$ cat src/rtl/mips_pkg.sv
// Shared scoreboard types and constants for the MIPS pipeline control blocks.
// Register addresses up to SB_DEST_W bits wide are supported.
package mips_pkg;

  localparam int SB_DEST_W = 8;
  localparam int FWD_RF    = 0;
  localparam logic [SB_DEST_W-1:0] REG_ZERO = {SB_DEST_W{1'b0}};

  typedef struct packed {
    logic                 valid;
    logic [SB_DEST_W-1:0] dest;
    logic                 isLoad;
  } sbEntry_t;

  function automatic logic sbMatch(
    input logic                 used,
    input logic                 valid,
    input logic [SB_DEST_W-1:0] dest,
    input logic [SB_DEST_W-1:0] src
  );
    return used & valid & (dest == src);
  endfunction

endpackage

$ cat src/rtl/mips_hazard_unit_scoreboard.sv
// In-flight register-write scoreboard: entry 0 mirrors ID/EX, the last entry mirrors MEM/WB.
// Provides per-entry source-match vectors for the ID instruction.
module hazard_scoreboard
  import mips_pkg::*;
#(
  parameter int REG_ADDR_W = 5,
  parameter int PIPE_DEPTH = 3
) (
  input  logic                  clk,
  input  logic                  reset,
  input  logic                  newValid,
  input  logic [REG_ADDR_W-1:0] newDest,
  input  logic                  newIsLoad,
  input  logic                  bubble,
  input  logic                  killMem,
  input  logic [REG_ADDR_W-1:0] rs,
  input  logic [REG_ADDR_W-1:0] rt,
  input  logic                  usesRs,
  input  logic                  usesRt,
  output logic [PIPE_DEPTH-1:0] rsMatch,
  output logic [PIPE_DEPTH-1:0] rtMatch,
  output logic                  headIsLoad
);

  sbEntry_t entries_r [PIPE_DEPTH];
  sbEntry_t head_s;

  // Entry entering EX: a bubble when the ID instruction is held or squashed.
  always_comb begin
    head_s.valid  = newValid & ~bubble;
    head_s.dest   = SB_DEST_W'(newDest);
    head_s.isLoad = newIsLoad & ~bubble;
  end

  // Shift toward WB; the old EX instruction dies on its way into MEM when killed.
  always_ff @(posedge clk) begin
    if (!reset) begin
      for (int k = 0; k < PIPE_DEPTH; k++) begin
        entries_r[k] <= {1'b0, REG_ZERO, 1'b0};
      end
    end else begin
      entries_r[0] <= head_s;
      for (int k = 1; k < PIPE_DEPTH; k++) begin
        entries_r[k] <= entries_r[k-1];
      end
      if (killMem) begin
        entries_r[1].valid <= 1'b0;
      end else begin
        entries_r[1].valid <= entries_r[0].valid;
      end
    end
  end

  // Source-versus-entry comparison for both operands.
  always_comb begin
    rsMatch = {PIPE_DEPTH{1'b0}};
    rtMatch = {PIPE_DEPTH{1'b0}};
    for (int k = 0; k < PIPE_DEPTH; k++) begin
      rsMatch[k] = sbMatch(usesRs, entries_r[k].valid, entries_r[k].dest, SB_DEST_W'(rs));
      rtMatch[k] = sbMatch(usesRt, entries_r[k].valid, entries_r[k].dest, SB_DEST_W'(rt));
    end
  end

  assign headIsLoad = entries_r[0].isLoad;

endmodule

$ cat src/rtl/mips_hazard_unit.sv
// Hazard detection, branch flush and EX forwarding control for the five-stage MIPS pipeline.
// Define MIPS_HAZARD_FWD_EN for forwarding; otherwise any pending write interlocks the reader.
module mips_hazard_unit
  import mips_pkg::*;
#(
  parameter int REG_ADDR_W = 5,
  parameter int PIPE_DEPTH = 3,
  parameter int FWD_W      = $clog2(PIPE_DEPTH + 1),
  parameter int CNT_W      = 32
) (
  input  logic                  clk,
  input  logic                  reset,
  input  logic                  id_valid,
  input  logic [REG_ADDR_W-1:0] id_rs,
  input  logic [REG_ADDR_W-1:0] id_rt,
  input  logic                  id_uses_rs,
  input  logic                  id_uses_rt,
  input  logic                  id_reg_write,
  input  logic                  id_mem_read,
  input  logic [REG_ADDR_W-1:0] id_write_reg,
  input  logic                  branch_taken,
  output logic                  pc_en,
  output logic                  if_id_en,
  output logic                  if_id_flush,
  output logic                  id_ex_flush,
  output logic                  ex_mem_flush,
  output logic [FWD_W-1:0]      fwd_a_sel,
  output logic [FWD_W-1:0]      fwd_b_sel,
  output logic [CNT_W-1:0]      stall_count,
  output logic [CNT_W-1:0]      flush_count
);

  logic [PIPE_DEPTH-1:0] rsMatch_s;
  logic [PIPE_DEPTH-1:0] rtMatch_s;
  logic                  headIsLoad_s;
  logic                  headHit_s;
  logic                  hazard_s;
  logic                  stall_s;
  logic                  flush_s;
  logic                  newValid_s;
  logic [CNT_W-1:0]      stallCnt_r;
  logic [CNT_W-1:0]      flushCnt_r;

  assign newValid_s = id_valid & id_reg_write & (SB_DEST_W'(id_write_reg) != REG_ZERO);

  hazard_scoreboard #(
    .REG_ADDR_W (REG_ADDR_W),
    .PIPE_DEPTH (PIPE_DEPTH)
  ) uScoreboard (
    .clk        (clk),
    .reset      (reset),
    .newValid   (newValid_s),
    .newDest    (id_write_reg),
    .newIsLoad  (id_mem_read),
    .bubble     (stall_s | flush_s),
    .killMem    (flush_s),
    .rs         (id_rs),
    .rt         (id_rt),
    .usesRs     (id_uses_rs),
    .usesRt     (id_uses_rt),
    .rsMatch    (rsMatch_s),
    .rtMatch    (rtMatch_s),
    .headIsLoad (headIsLoad_s)
  );

  // Stall/flush decode; a taken branch always suppresses the stall.
  always_comb begin
    headHit_s = (rsMatch_s[0] | rtMatch_s[0]) & headIsLoad_s;
`ifdef MIPS_HAZARD_FWD_EN
    hazard_s  = headHit_s;
`else
    hazard_s  = (|(rsMatch_s | rtMatch_s)) | headHit_s;
`endif
    flush_s   = branch_taken;
    if (branch_taken) begin
      stall_s = 1'b0;
    end else begin
      stall_s = id_valid & hazard_s;
    end
  end

  assign pc_en        = ~stall_s;
  assign if_id_en     = ~stall_s;
  assign if_id_flush  = flush_s;
  assign id_ex_flush  = stall_s | flush_s;
  assign ex_mem_flush = flush_s;

  // Saturating stall and flush event counters.
  always_ff @(posedge clk) begin
    if (!reset) begin
      stallCnt_r <= {CNT_W{1'b0}};
      flushCnt_r <= {CNT_W{1'b0}};
    end else begin
      if (stall_s && (stallCnt_r != {CNT_W{1'b1}})) begin
        stallCnt_r <= stallCnt_r + CNT_W'(1);
      end else begin
        stallCnt_r <= stallCnt_r;
      end
      if (flush_s && (flushCnt_r != {CNT_W{1'b1}})) begin
        flushCnt_r <= flushCnt_r + CNT_W'(1);
      end else begin
        flushCnt_r <= flushCnt_r;
      end
    end
  end

  assign stall_count = stallCnt_r;
  assign flush_count = flushCnt_r;

`ifdef MIPS_HAZARD_FWD_EN
  logic [FWD_W-1:0] nextFwdA_s;
  logic [FWD_W-1:0] nextFwdB_s;
  logic [FWD_W-1:0] fwdA_r;
  logic [FWD_W-1:0] fwdB_r;

  // Youngest usable producer per operand; a load still in EX cannot forward yet.
  always_comb begin
    nextFwdA_s = FWD_W'(FWD_RF);
    nextFwdB_s = FWD_W'(FWD_RF);
    if (stall_s || flush_s) begin
      nextFwdA_s = FWD_W'(FWD_RF);
      nextFwdB_s = FWD_W'(FWD_RF);
    end else begin
      for (int k = PIPE_DEPTH - 1; k >= 0; k--) begin
        nextFwdA_s = (rsMatch_s[k] && ((k != 0) || !headIsLoad_s)) ? FWD_W'(k + 1) : nextFwdA_s;
        nextFwdB_s = (rtMatch_s[k] && ((k != 0) || !headIsLoad_s)) ? FWD_W'(k + 1) : nextFwdB_s;
      end
    end
  end

  // Selects travel with the instruction across the ID->EX edge.
  always_ff @(posedge clk) begin
    if (!reset) begin
      fwdA_r <= FWD_W'(FWD_RF);
      fwdB_r <= FWD_W'(FWD_RF);
    end else begin
      fwdA_r <= nextFwdA_s;
      fwdB_r <= nextFwdB_s;
    end
  end

  assign fwd_a_sel = fwdA_r;
  assign fwd_b_sel = fwdB_r;
`else
  assign fwd_a_sel = FWD_W'(FWD_RF);
  assign fwd_b_sel = FWD_W'(FWD_RF);
`endif

endmodule
$ cat config.mk
export PLATFORM = sky130hd
export DESIGN_NAME = mips_hazard_unit
export DESIGN_NICKNAME = d
export VERILOG_FILES = /design/src/rtl/mips_pkg.sv /design/src/rtl/mips_hazard_unit_scoreboard.sv /design/src/rtl/mips_hazard_unit.sv
export SDC_FILE = /design/constraint.sdc
export NUM_CORES = 1
export LEC_CHECK = 0
export BUFFER_PORTS_ARGS = -buffer_cell sky130_fd_sc_hd__buf_2
export CAP_MARGIN = 20
export CORE_MARGIN = 2
export CORE_UTILIZATION = 58
export DETAILED_ROUTE_END_ITERATION = 7
export PLACE_DENSITY_LB_ADDON = 0.08
export SYNTH_ARGS = -nofsm -noshare
export SYNTH_HDL_FRONTEND = slang
export SYNTH_SLANG_ARGS = --single-unit
export TNS_END_PERCENT = 10
$ cat constraint.sdc
create_clock -name clk -period 3.87 [get_ports clk]
set_input_delay 0.774 -clock clk [delete_from_list [all_inputs] [get_ports clk]]
set_output_delay 0.774 -clock clk [all_outputs]
set_load 0.02 [all_outputs]
==> impl_metrics.py, run 1 <==
metrics = {
    "detailed_routing": {
        "met2RoutedLength_mm": 4.833,
        "vias": 3918,
        "maxUsedRoutingLayer": "met4",
        "drc": 0,
        "route.detailed.wl_per_inst_um": 14.43,
        "1st_iter_drt_viols": 125,
        "route.layer.met1.wl_mm": 4.326,
        "firstDrtPassIters": 4,
        "route.antenna.remaining_nets": 0,
        "via_per_inst": 5.753,
        "finalWirelength_mm": 9.829,
        "route.met3.wl_um": 495,
    },
    "run_status": {
        "run_status": "completed",
    },
    "place": {
        "port-buffer-count": 90,
        "finalWeightedCongestion": 0.9258,
        "placed_cell_areas_um2": 4701,
        "placedCellCount": 665,
        "dp_hpwl_mm": 6.963,
    },
    "yosys": {
        "ys_types": 45,
        "synthFlopType": "sky130_fd_sc_hd__dfxtp_1",
        "synth-edff-count": 0,
        "post_synth_inst_count": 499,
        "yosysSeqAreaShare": 0.3876,
        "synth_largest_area_cell": "sky130_fd_sc_hd__dfxtp_1",
        "synth_area_um2": 4235,
        "synth_seq_cells": 82,
        "yosys.cell_count.top_type": "sky130_fd_sc_hd__dfxtp_1",
        "synth-warning-count": 0,
        "synth-async-reset-ratio": 0,
        "synth_common_cells": "sky130_fd_sc_hd__dfxtp_1 (82), sky130_fd_sc_hd__xnor2_1 (44), sky130_fd_sc_hd__nand2_1 (34)",
        "area_fraction_of_the_dominant_cell_type_after_synthesis": 0.3876,
        "netlist_top_cells_area": "sky130_fd_sc_hd__dfxtp_1 (39%), sky130_fd_sc_hd__xnor2_1 (9.1%), sky130_fd_sc_hd__nand4_1 (4.4%), sky130_fd_sc_hd__nand3_1 (3.5%), sky130_fd_sc_hd__a21oi_1 (3.3%)",
        "postSynthAreaPerCell_um2": 8.488,
    },
    "min_path": {
        "min_path_type": "reg2reg",
    },
    "die": {
        "core.rowCount": 31,
        "start_util": 0.5902,
        "die_width_um": 89.46,
        "die_h_um": 89.46,
        "ios": 96,
        "die_area_um2": 8002,
        "core_area_um2": 7176,
    },
    "sta": {
        "hold_violations": 0,
        "period_needed_ps": 2675,
        "worst_slew_slack_as_a_fraction_of_its_limit": 0.3906,
        "timing.final.crit_share": 0.6912,
        "final-max-slew-violation-count": 0,
        "grt_setup_unrepaired": "false",
        "worst_hold_slack_ps": 486.3,
        "achievable-frequency_mhz": 373.9,
        "final.setup.tns_ps": 0,
        "finalClockSkew_ps": 8.458,
        "worst-slew-pin-transition_ps": 906.4,
        "finalSetupViolCount": 0,
    },
    "clocking": {
        "cts.reportedPaths.clkPinSlew_ps": 80,
        "cts_hold_repair.buffers": 0,
        "max-clock-path-buffers": 2,
        "tritoncts": "built",
        "cts_max_level": 3,
        "cts-buffers-inserted": 9,
        "cts_post_setup_buffers_inserted": 0,
        "ctsRootBufferMaster": "sky130_fd_sc_hd__clkbuf_8",
        "ctsResizeCount": 0,
        "worst_skew_pair.late_latency_ps": 350,
        "clock-sinks": 82,
    },
    "critical_path": {
        "reg2reg_slack_ps": 1480,
        "worstReg2RegStart": "stall_count[0]",
        "slowest_stage": "sky130_fd_sc_hd__xnor2_1",
        "cp-end-kind": "output port",
        "cp.required_ps": 3100,
        "critical_path_peak_fanout": 3,
        "critPathBufInv": 2,
        "cp_cell_sequence": "buf_2 -> xnor2_1 -> nand4_1 -> o22ai_1 -> nor3_2 -> nand2b_1 -> nand2b_1 -> buf_2",
        "cp.arrival_ps": 1900,
        "crit_end": "id_ex_flush",
        "critical_path_class": "in2out",
        "critPathLaunch": "id_rs[3]",
        "path_depth": 8,
        "path_delay_family": "simple AND/OR/NAND/NOR gates",
        "crit_path_start_kind": "input port",
        "worst_r2r_path_depth": 6,
        "worst_path_largest_cell_delay_ps": 200,
        "r2r-end": "stall_count[30]",
    },
    "cells_and_area": {
        "final_core_utilization": 0.6820,
        "design_area_um2": 4893,
        "post_route_cells_drive_above_1_share": 0.2079,
        "finish.net_count": 602,
        "insertedDiodeCount": 0,
        "final-instance-count-excl-fill": 681,
        "area.growth.synth_to_final_pct": 15.54,
    },
    "global_route": {
        "first_global_vias": 3502,
        "grt_first_pass_wirelength_mm": 15.72,
        "groute.usage.overall": 0.2499,
        "grt_start_max_net_pins": 55,
        "grt.overflow.total": 0,
        "grt_antenna_before_repair": 0,
    },
    "power_and_ir_drop": {
        "power-per-cell-area_nw_per_um2": 320.7,
        "leakagePower_nw": 1.779,
        "peakVddDrop_v": 0.0001649,
    },
    "flow_run": {
        "maxCapViolations": 0,
    },
}
[state kept, by name, indices dropped and copies added (netlist names)]
signal	count
stall_count	32
flush_count	32
uScoreboard.entries_r	18
[logic make-up (layout without fill, tap and decap cells)]
family | count (synthesis) | count (layout) | synth area share
buffers and inverters | 38 | 118 | 0.04549
xor gates and xnor gates | 52 | 52 | 0.1075
other | 1 | 4 | 0.0008854
adders and majority gates | 2 | 2 | 0.005907
AOI/OAI and AO/OA | 66 | 66 | 0.09158
and+or+nand+nor | 247 | 247 | 0.3350
muxes | 11 | 11 | 0.02600
DFF | 82 | 82 | 0.3876
[worst min path at each step]
stage                                             end  slack [ps]                        start  cells after the start
after floorplan           uScoreboard.entries_r[2][9]         450  uScoreboard.entries_r[1][9]                      1
after global placement                stall_count[21]         460              stall_count[21]                      2
after detailed placement               stall_count[8]         480               stall_count[8]                      2
after CTS                              stall_count[8]         490               stall_count[8]                      2
after global routing                   stall_count[8]         510               stall_count[8]                      2
final                                  stall_count[8]         490               stall_count[8]                      2
[per-stage QoR]
step	power [mW]	setup slack, ps
floorplan	0.9506	796.3
global placement	0.9801	1254
detailed placement	0.9832	1200
CTS	1.585	1200
global route	1.632	1093
finish	1.569	1195
[placed cells by master, fill, tap and decap left out, drive strengths merged]
cell / count
buf: 96
xor2: 8
nor3: 14
inv: 6
clkinvlp: 2
mux2i: 11
nand4b: 2
nand2: 34
o31ai: 15
nor4: 8
or3: 18
o31a: 1
nand2b: 14
nor2: 33
nand3b: 1
o21ai: 15
o22ai: 3
nor3b: 1
and3: 9
and4: 13
o41ai: 1
or4b: 1
nor2b: 2
a21oi: 28
bufinv: 1
o2111ai: 1
clkinv: 4
conb: 4
ha: 2
nand3: 30
dfxtp: 82
o21a: 1
xnor2: 44
clkbuf: 9
nand4: 31
and2: 21
or4: 15
o211ai: 1
[area by class of cell]
type | count | area, µm²
multi-input cells | 382 | 2417
fillers | 613 | 2282
flip-flops and latches | 82 | 1642
repair buffers | 96 | 495.5
clock buffers | 9 | 123.9
well taps | 99 | 123.9
clock inverters | 7 | 68.82
inverters | 6 | 22.52
[power breakdown]
group          internal (mW)  switching (mW)  total, mW  leakage (nW)
clock                  0.297           0.309      0.606        0.0954
combinational         0.0408          0.0607      0.101          1.02
sequential             0.852         0.00993      0.862         0.663
[worst min-delay path: cells and delay by family, from the launching register on]
kind             cells  cell delay (ps)
and+or+nand+nor      1               60
DFF                  1              330
muxes                1               50
[per-layer routing]
layer,GRT usage,vias up
met1,0.3052,1846
met2,0.4330,104
li1,-,1954
met3,0.04524,14
met5,0,-
met4,0.1018,0
Note: power is estimated with default switching activity, not from simulation.
==> inputs of run 2 (changes only) <==
Settings changed: ABC_AREA set to 1, CORE_UTILIZATION 58 to 51.
Clock period 3.87 ns to 2.3 ns, I/O delays scaled along.
==> run 2 against run 1 <==
  * Die area increased by 33%
  * Clock skew increased by 7.6 ps
  * Final cell count increased by 47%
  * Global-route usage increased by 0.80 points
  * Clock power increased by 120%
  * Worst setup slack got worse by 1100 ps
  * Core utilization decreased by 6.9 points
  * Register-to-register slack got worse by 1300 ps
  * Area after synthesis increased by 18%
  * Via count increased by 35%
  * Sequential power increased by 68%
  * Critical path type is now reg2out
  * Largest cell class unchanged
==> impl_metrics.py, run 2 <==
metrics = {
    "global_route": {
        "grt_start_max_net_pins": 44,
        "grt_first_pass_wirelength_mm": 21.81,
        "first_global_vias": 4652,
        "groute.usage.overall": 0.2578,
        "grt_antenna_before_repair": 0,
        "grt.overflow.total": 0,
    },
    "sta": {
        "achievable-frequency_mhz": 448.2,
        "hold_violations": 0,
        "finalSetupViolCount": 0,
        "timing.final.crit_share": 0.9700,
        "finalClockSkew_ps": 16.10,
        "final.setup.tns_ps": 0,
        "worst-slew-pin-transition_ps": 636.3,
        "worst_hold_slack_ps": 293.8,
        "worst_slew_slack_as_a_fraction_of_its_limit": 0.5749,
        "period_needed_ps": 2231,
        "final-max-slew-violation-count": 0,
    },
    "cells_and_area": {
        "insertedDiodeCount": 0,
        "most-common-layout-cells": "sky130_fd_sc_hd__nand2_1 (234), sky130_fd_sc_hd__buf_2 (87), sky130_fd_sc_hd__inv_1 (85), sky130_fd_sc_hd__nor2_1 (84), sky130_fd_sc_hd__dfxtp_1 (73)",
        "post_route_cells_drive_above_1_share": 0.1820,
        "multi_input_area_um2": 2932,
        "num-fill-cells": 989,
        "design_area_um2": 5906,
        "area.growth.synth_to_final_pct": 17.88,
        "area.sequential_um2": 1658,
        "layout.cells.most_common": "sky130_fd_sc_hd__nand2_1",
        "finish.net_count": 889,
        "final_core_utilization": 0.6127,
    },
    "min_path": {
        "hp-start": "id_write_reg[4]",
        "min_path_type": "in2reg",
    },
    "place": {
        "dp_hpwl_mm": 9.883,
        "finalWeightedCongestion": 0.9444,
        "port-buffer-count": 90,
        "placed_cell_areas_um2": 5573,
    },
    "detailed_routing": {
        "vias": 5295,
        "finalWirelength_mm": 13.60,
        "route.detailed.wl_per_inst_um": 13.58,
        "maxUsedRoutingLayer": "met4",
        "route.antenna.remaining_nets": 0,
        "firstDrtPassIters": 6,
        "route.layer.met1.wl_mm": 6.259,
        "drc": 0,
        "via_per_inst": 5.290,
        "route.met3.wl_um": 955,
        "met2RoutedLength_mm": 6.176,
        "1st_iter_drt_viols": 343,
    },
    "clocking": {
        "tritoncts": "built",
        "ctsRootBufferMaster": "sky130_fd_sc_hd__clkbuf_8",
        "cts_max_level": 3,
        "cts.reportedPaths.clkPinSlew_ps": 80,
        "clock-sinks": 82,
        "cts-buffers-inserted": 9,
        "cts_hold_repair.buffers": 0,
        "max-clock-path-buffers": 2,
        "worst_skew_pair.late_latency_ps": 360,
    },
    "critical_path": {
        "worst_path_largest_cell_delay_ps": 370,
        "worstReg2RegStart": "flush_count[0]",
        "crit_path_frequent_cell": "sky130_fd_sc_hd__nand2_1",
        "critPathLaunch": "uScoreboard.entries_r[0][2]",
        "critical_path_class": "reg2out",
        "crit_path_start_kind": "register",
        "slowest_stage": "sky130_fd_sc_hd__dfxtp_4",
        "critical_path_peak_fanout": 4,
        "cp_cell_sequence": "inv_1 -> nand2_1 -> nand2_1 -> nor2_2 -> nand3_1 -> nand2_1 -> nor2_4 -> a21oi_4 -> nand2_2 -> buf_4",
        "cp.required_ps": 1840,
        "cp-end-kind": "output port",
        "cp.arrival_ps": 1770,
    },
    "yosys": {
        "yosysSeqAreaShare": 0.3277,
        "synthFlopType": "sky130_fd_sc_hd__dfxtp_1",
        "postSynthAreaPerCell_um2": 6.431,
        "yosys.cell_count.top_type": "sky130_fd_sc_hd__nand2_1",
        "ys_types": 41,
        "post_synth_inst_count": 779,
        "area_fraction_of_the_dominant_cell_type_after_synthesis": 0.3277,
        "synth_area_um2": 5010,
        "netlist_top_cells_area": "sky130_fd_sc_hd__dfxtp_1 (33%), sky130_fd_sc_hd__nand2_1 (18%), sky130_fd_sc_hd__nor2_1 (6.5%), sky130_fd_sc_hd__inv_1 (6.4%), sky130_fd_sc_hd__nand4_1 (5.4%)",
        "synth_common_cells": "sky130_fd_sc_hd__nand2_1 (236), sky130_fd_sc_hd__nor2_1 (87), sky130_fd_sc_hd__inv_1 (85)",
        "synth_seq_cells": 82,
        "synth-edff-count": 0,
        "synth-warning-count": 0,
        "synth-async-reset-ratio": 0,
        "synth_largest_area_cell": "sky130_fd_sc_hd__dfxtp_1",
    },
    "power_and_ir_drop": {
        "sw_frac_of_total": 0.2267,
        "power.share.clock": 0.453,
        "power-per-cell-area_nw_per_um2": 507.8,
        "power_switching_mw": 0.6798,
        "power.combinational.fraction": 0.064,
        "p_int_mw": 2.319,
        "p_seq_frac": 0.483,
        "leakagePower_nw": 2.666,
        "peakVddDrop_v": 0.0003295,
    },
    "die": {
        "ios": 96,
        "die_area_um2": 10630,
        "core.rowCount": 36,
        "start_util": 0.5197,
        "die_width_um": 103.1,
        "core_area_um2": 9639,
        "die_h_um": 103.1,
    },
    "flow_run": {
        "maxCapViolations": 0,
    },
    "run_status": {
        "run_status": "completed",
    },
}
run 2: cell types whose count changed after synthesis, moves of 15 or more:
cell                      before  now
sky130_fd_sc_hd__a21oi_1      28   52
sky130_fd_sc_hd__xor2_1        8   27
sky130_fd_sc_hd__xnor2_1      44   10
sky130_fd_sc_hd__inv_1         5   85
sky130_fd_sc_hd__or3_1        17    1
sky130_fd_sc_hd__o31ai_1      15    0
sky130_fd_sc_hd__nand2_1      34  236
sky130_fd_sc_hd__and2_1       20    1
sky130_fd_sc_hd__or4_1        15    0
sky130_fd_sc_hd__nor2_1       33   87
run 2: layout make-up:
class                           count  area share
Inverter                           90     0.05720
Timing Repair Buffer              101     0.09428
Clock buffer                       10     0.02161
Multi-Input combinational cell    580      0.4964
Sequential cell                    82      0.2807
Clock inverter                      5     0.02161
Tap cell                          133     0.02818
run 2: power by group through the flow:
stage                     registers, mW  clock network [mW]  logic (mW)
final                              1.45                1.36       0.193
after CTS                          1.45                1.39       0.189
after global placement             1.48                   0       0.184
after floorplan                    1.48                   0       0.126
after detailed placement           1.48                   0       0.188
after global routing               1.45                1.45       0.216
run 2: what timing repair did:
action,4_1_cts,5_1_grt
pin swaps,0,1
setup endpoints to repair,5,9
gates resized for setup,1,24
buffers inserted,0,0
run 2: cells by family after synthesis:
group                      synth area share
and+or+nand+nor                      0.4188
buffers and inverters                0.1002
DFF                                  0.3277
AOI/OAI and AO/OA                   0.08292
xor gates and xnor gates            0.06469
adders and majority gates          0.004994
other                             0.0007485
run 2: path summary, 6_finish.rpt:
| kind | endpoint | slack (ps) | cells after the start |
|---|---|---|---|
| worst max-delay path | if_id_en | 70 | 10 |
| worst min register to register | uScoreboard.entries_r[1][1] | 440 | 2 |
| worst max register to register | flush_count[9] | 190 | 10 |
| worst min-delay path | uScoreboard.entries_r[0][5] | 290 | 3 |
run 2: stage by stage:
step / cells / setup WS [ps] / total power [mW]
final: 1001 / 68.97 / 2.999
after global routing: 1001 / -16.34 / 3.118
after CTS: 1001 / 2.252 / 3.027
after detailed placement: 986 / -20.38 / 1.669
after global placement: 986 / 27.96 / 1.664
after floorplan: 782 / 174.1 / 1.607
run 2: layer usage:
metal  GRT usage  vias to the layer above
li1            -                     2671
met1      0.3730                     2399
met2      0.3946                      207
met3     0.04136                       18
met4     0.07895                        0
met5           0                        -
run 2: critical path, delay by kind of cell (launching register included):
| kind | cells | cell delay [ps] |
|---|---|---|
| buffers and inverters | 2 | 220 |
| AOI/OAI and AO/OA | 1 | 190 |
| DFF | 1 | 370 |
| and+or+nand+nor | 7 | 610 |
==> inputs of run 3 (changes only) <==
Settings changed: BUFFER_PORTS_ARGS -buffer_cell sky130_fd_sc_hd__buf_2 to unset, CORE_UTILIZATION 51 to 58, DONT_BUFFER_PORTS set to 1.
==> run 3 against run 2 <==
  * Hold slack worse by 110 ps
  * First-iteration DRC count down 18%
  * Combinational power down 23%
  * Die area down 12%
  * Sequential share of layout area up 0.79 points
  * Via count down 2.2%
  * Clock skew down 4.7 ps
  * Largest power group unchanged
==> impl_metrics.py, run 3 (synthesis gave the netlist of run 2 again) <==
metrics = {
    "cells_and_area": {
        "insertedDiodeCount": 0,
        "final_core_utilization": 0.6875,
        "num-fill-cells": 794,
        "post_route_cells_drive_above_1_share": 0.1349,
        "area.growth.synth_to_final_pct": 13.89,
        "design_area_um2": 5705,
        "layout.cells.most_common": "sky130_fd_sc_hd__nand2_1",
        "most-common-layout-cells": "sky130_fd_sc_hd__nand2_1 (236), sky130_fd_sc_hd__nor2_1 (86), sky130_fd_sc_hd__inv_1 (85), sky130_fd_sc_hd__dfxtp_1 (78), sky130_fd_sc_hd__buf_4 (64)",
        "finish.net_count": 852,
    },
    "flow_run": {
        "maxCapViolations": 0,
    },
    "die": {
        "core.rowCount": 33,
        "die_h_um": 96.94,
        "start_util": 0.6036,
        "core_area_um2": 8299,
        "die_area_um2": 9397,
        "die_width_um": 96.94,
        "ios": 96,
    },
    "power_and_ir_drop": {
        "leakagePower_nw": 2.459,
        "power_switching_mw": 0.5964,
        "power.combinational.fraction": 0.053,
        "sw_frac_of_total": 0.2155,
        "peakVddDrop_v": 0.0002757,
        "p_int_mw": 2.170,
        "p_seq_frac": 0.523,
        "power_after_layout_mw": 2.767,
        "power-per-cell-area_nw_per_um2": 484.9,
        "power.share.clock": 0.424,
    },
    "min_path": {
        "hold_depth": 1,
        "min_path_type": "in2reg",
    },
    "sta": {
        "finalClockSkew_ps": 11.41,
        "grt_setup_unrepaired": "true",
        "final-max-slew-violation-count": 0,
        "worst_slew_slack_as_a_fraction_of_its_limit": 0.5876,
        "achievable-frequency_mhz": 461.4,
        "timing.final.crit_share": 0.9423,
        "period_needed_ps": 2167,
        "hold_violations": 0,
        "worst_hold_slack_ps": 179.2,
        "worst-slew-pin-transition_ps": 618.0,
        "finalSetupViolCount": 0,
    },
    "detailed_routing": {
        "via_per_inst": 5.539,
        "vias": 5179,
        "finalWirelength_mm": 13.32,
        "route.antenna.remaining_nets": 0,
        "route.detailed.wl_per_inst_um": 14.25,
        "drc": 0,
        "1st_iter_drt_viols": 280,
        "firstDrtPassIters": 5,
    },
    "global_route": {
        "groute.usage.overall": 0.2844,
        "grt_antenna_before_repair": 0,
        "first_global_vias": 4932,
        "grt_first_pass_wirelength_mm": 22.64,
        "grt.overflow.total": 0,
        "grt_start_max_net_pins": 41,
    },
    "critical_path": {
        "slowest_stage": "sky130_fd_sc_hd__dfxtp_1",
        "critical_path_class": "reg2out",
        "crit_path_start_kind": "register",
        "cp.arrival_ps": 1710,
        "critical_path_peak_fanout": 3,
        "cp_cell_sequence": "inv_1 -> nand2_1 -> nand2_1 -> nor2_1 -> nand3_1 -> nand2_1 -> nor2_1 -> a21oi_2 -> nand2_1 -> buf_4",
        "worst_r2r_path_depth": 10,
        "crit_path_frequent_cell": "sky130_fd_sc_hd__nand2_1",
        "cp.required_ps": 1840,
        "cp-end-kind": "output port",
        "worst_path_largest_cell_delay_ps": 370,
    },
    "place": {
        "finalWeightedCongestion": 0.9707,
        "placed_cell_areas_um2": 5465,
        "port-buffer-count": 0,
        "dp_hpwl_mm": 10.16,
    },
    "clocking": {
        "worst_skew_pair.late_latency_ps": 350,
        "clock-sinks": 82,
        "ctsRootBufferMaster": "sky130_fd_sc_hd__clkbuf_8",
        "cts-buffers-inserted": 9,
        "max-clock-path-buffers": 2,
        "cts_max_level": 3,
        "tritoncts": "built",
        "cts.reportedPaths.clkPinSlew_ps": 70,
    },
    "run_status": {
        "run_status": "completed",
    },
}
==> run 3: cell types whose count changed in the layout (fill, tap and decap cells not counted), sizes merged <==
cell / delta
bufinv: -2
clkinvlp: -1
buf: -37
clkbuf: +2
==> run 3: path summary, 6_finish.rpt <==
check	start	to	slack [ps]
worst max register to register	stall_count[1]	stall_count[5]	250
worst min-delay path	branch_taken	uScoreboard.entries_r[1][9]	180
worst min register to register	uScoreboard.entries_r[0][2]	uScoreboard.entries_r[1][2]	450
worst max-delay path	uScoreboard.entries_r[0][1]	pc_en	130
==> run 3: power groups by stage <==
stage / Sequential [mW] / Clock, mW / Combinational [mW]
floorplan: 1.48 / 0 / 0.126
global placement: 1.48 / 0 / 0.143
detailed placement: 1.48 / 0 / 0.147
CTS: 1.45 / 1.20 / 0.147
global route: 1.45 / 1.26 / 0.168
finish: 1.45 / 1.17 / 0.148
==> run 3: per-layer routing <==
layer,vias to the layer above,track usage,routed length (µm)
met4,0,0.08234,293
met1,2348,0.3886,6023
met5,-,0,0
met3,26,0.06647,1119
li1,2598,-,-
met2,207,0.4493,5885
==> run 3: cell type report <==
type                    count  area, µm²  share of cell area
inverters                  90      337.8             0.05921
flip-flops and latches     82       1647              0.2886
multi-input cells         580       2884              0.5055
clock buffers              12      165.2             0.02895
repair buffers             64      480.5             0.08421
well taps                 105      131.4             0.02303
clock inverters             2      60.06             0.01053
==> run 3: stage by stage <==
step	instances	setup TNS (ps)	setup WS, ps
2_1_floorplan	782	0	174.1
3_3_place_gp	920	0	329.6
3_5_place_dp	920	0	275.4
4_1_cts	934	0	66.78
5_1_grt	935	-11.44	-11.44
6_report	935	0	132.8
==> run 3: worst max-delay path: cells and delay by family, from the launching register on <==
family,cells,cell delay [ps]
flops,1,370
buf+inv,2,280
compound gates,1,190
simple gates,7,520
==> run 3: what timing repair did <==
action                                 4_1_cts  5_1_grt
hold buffers                                 0        0
endpoints found under the hold margin        0        0
gates resized for setup                      0        5
setup buffers                                0        1
setup endpoints to repair                    0        3
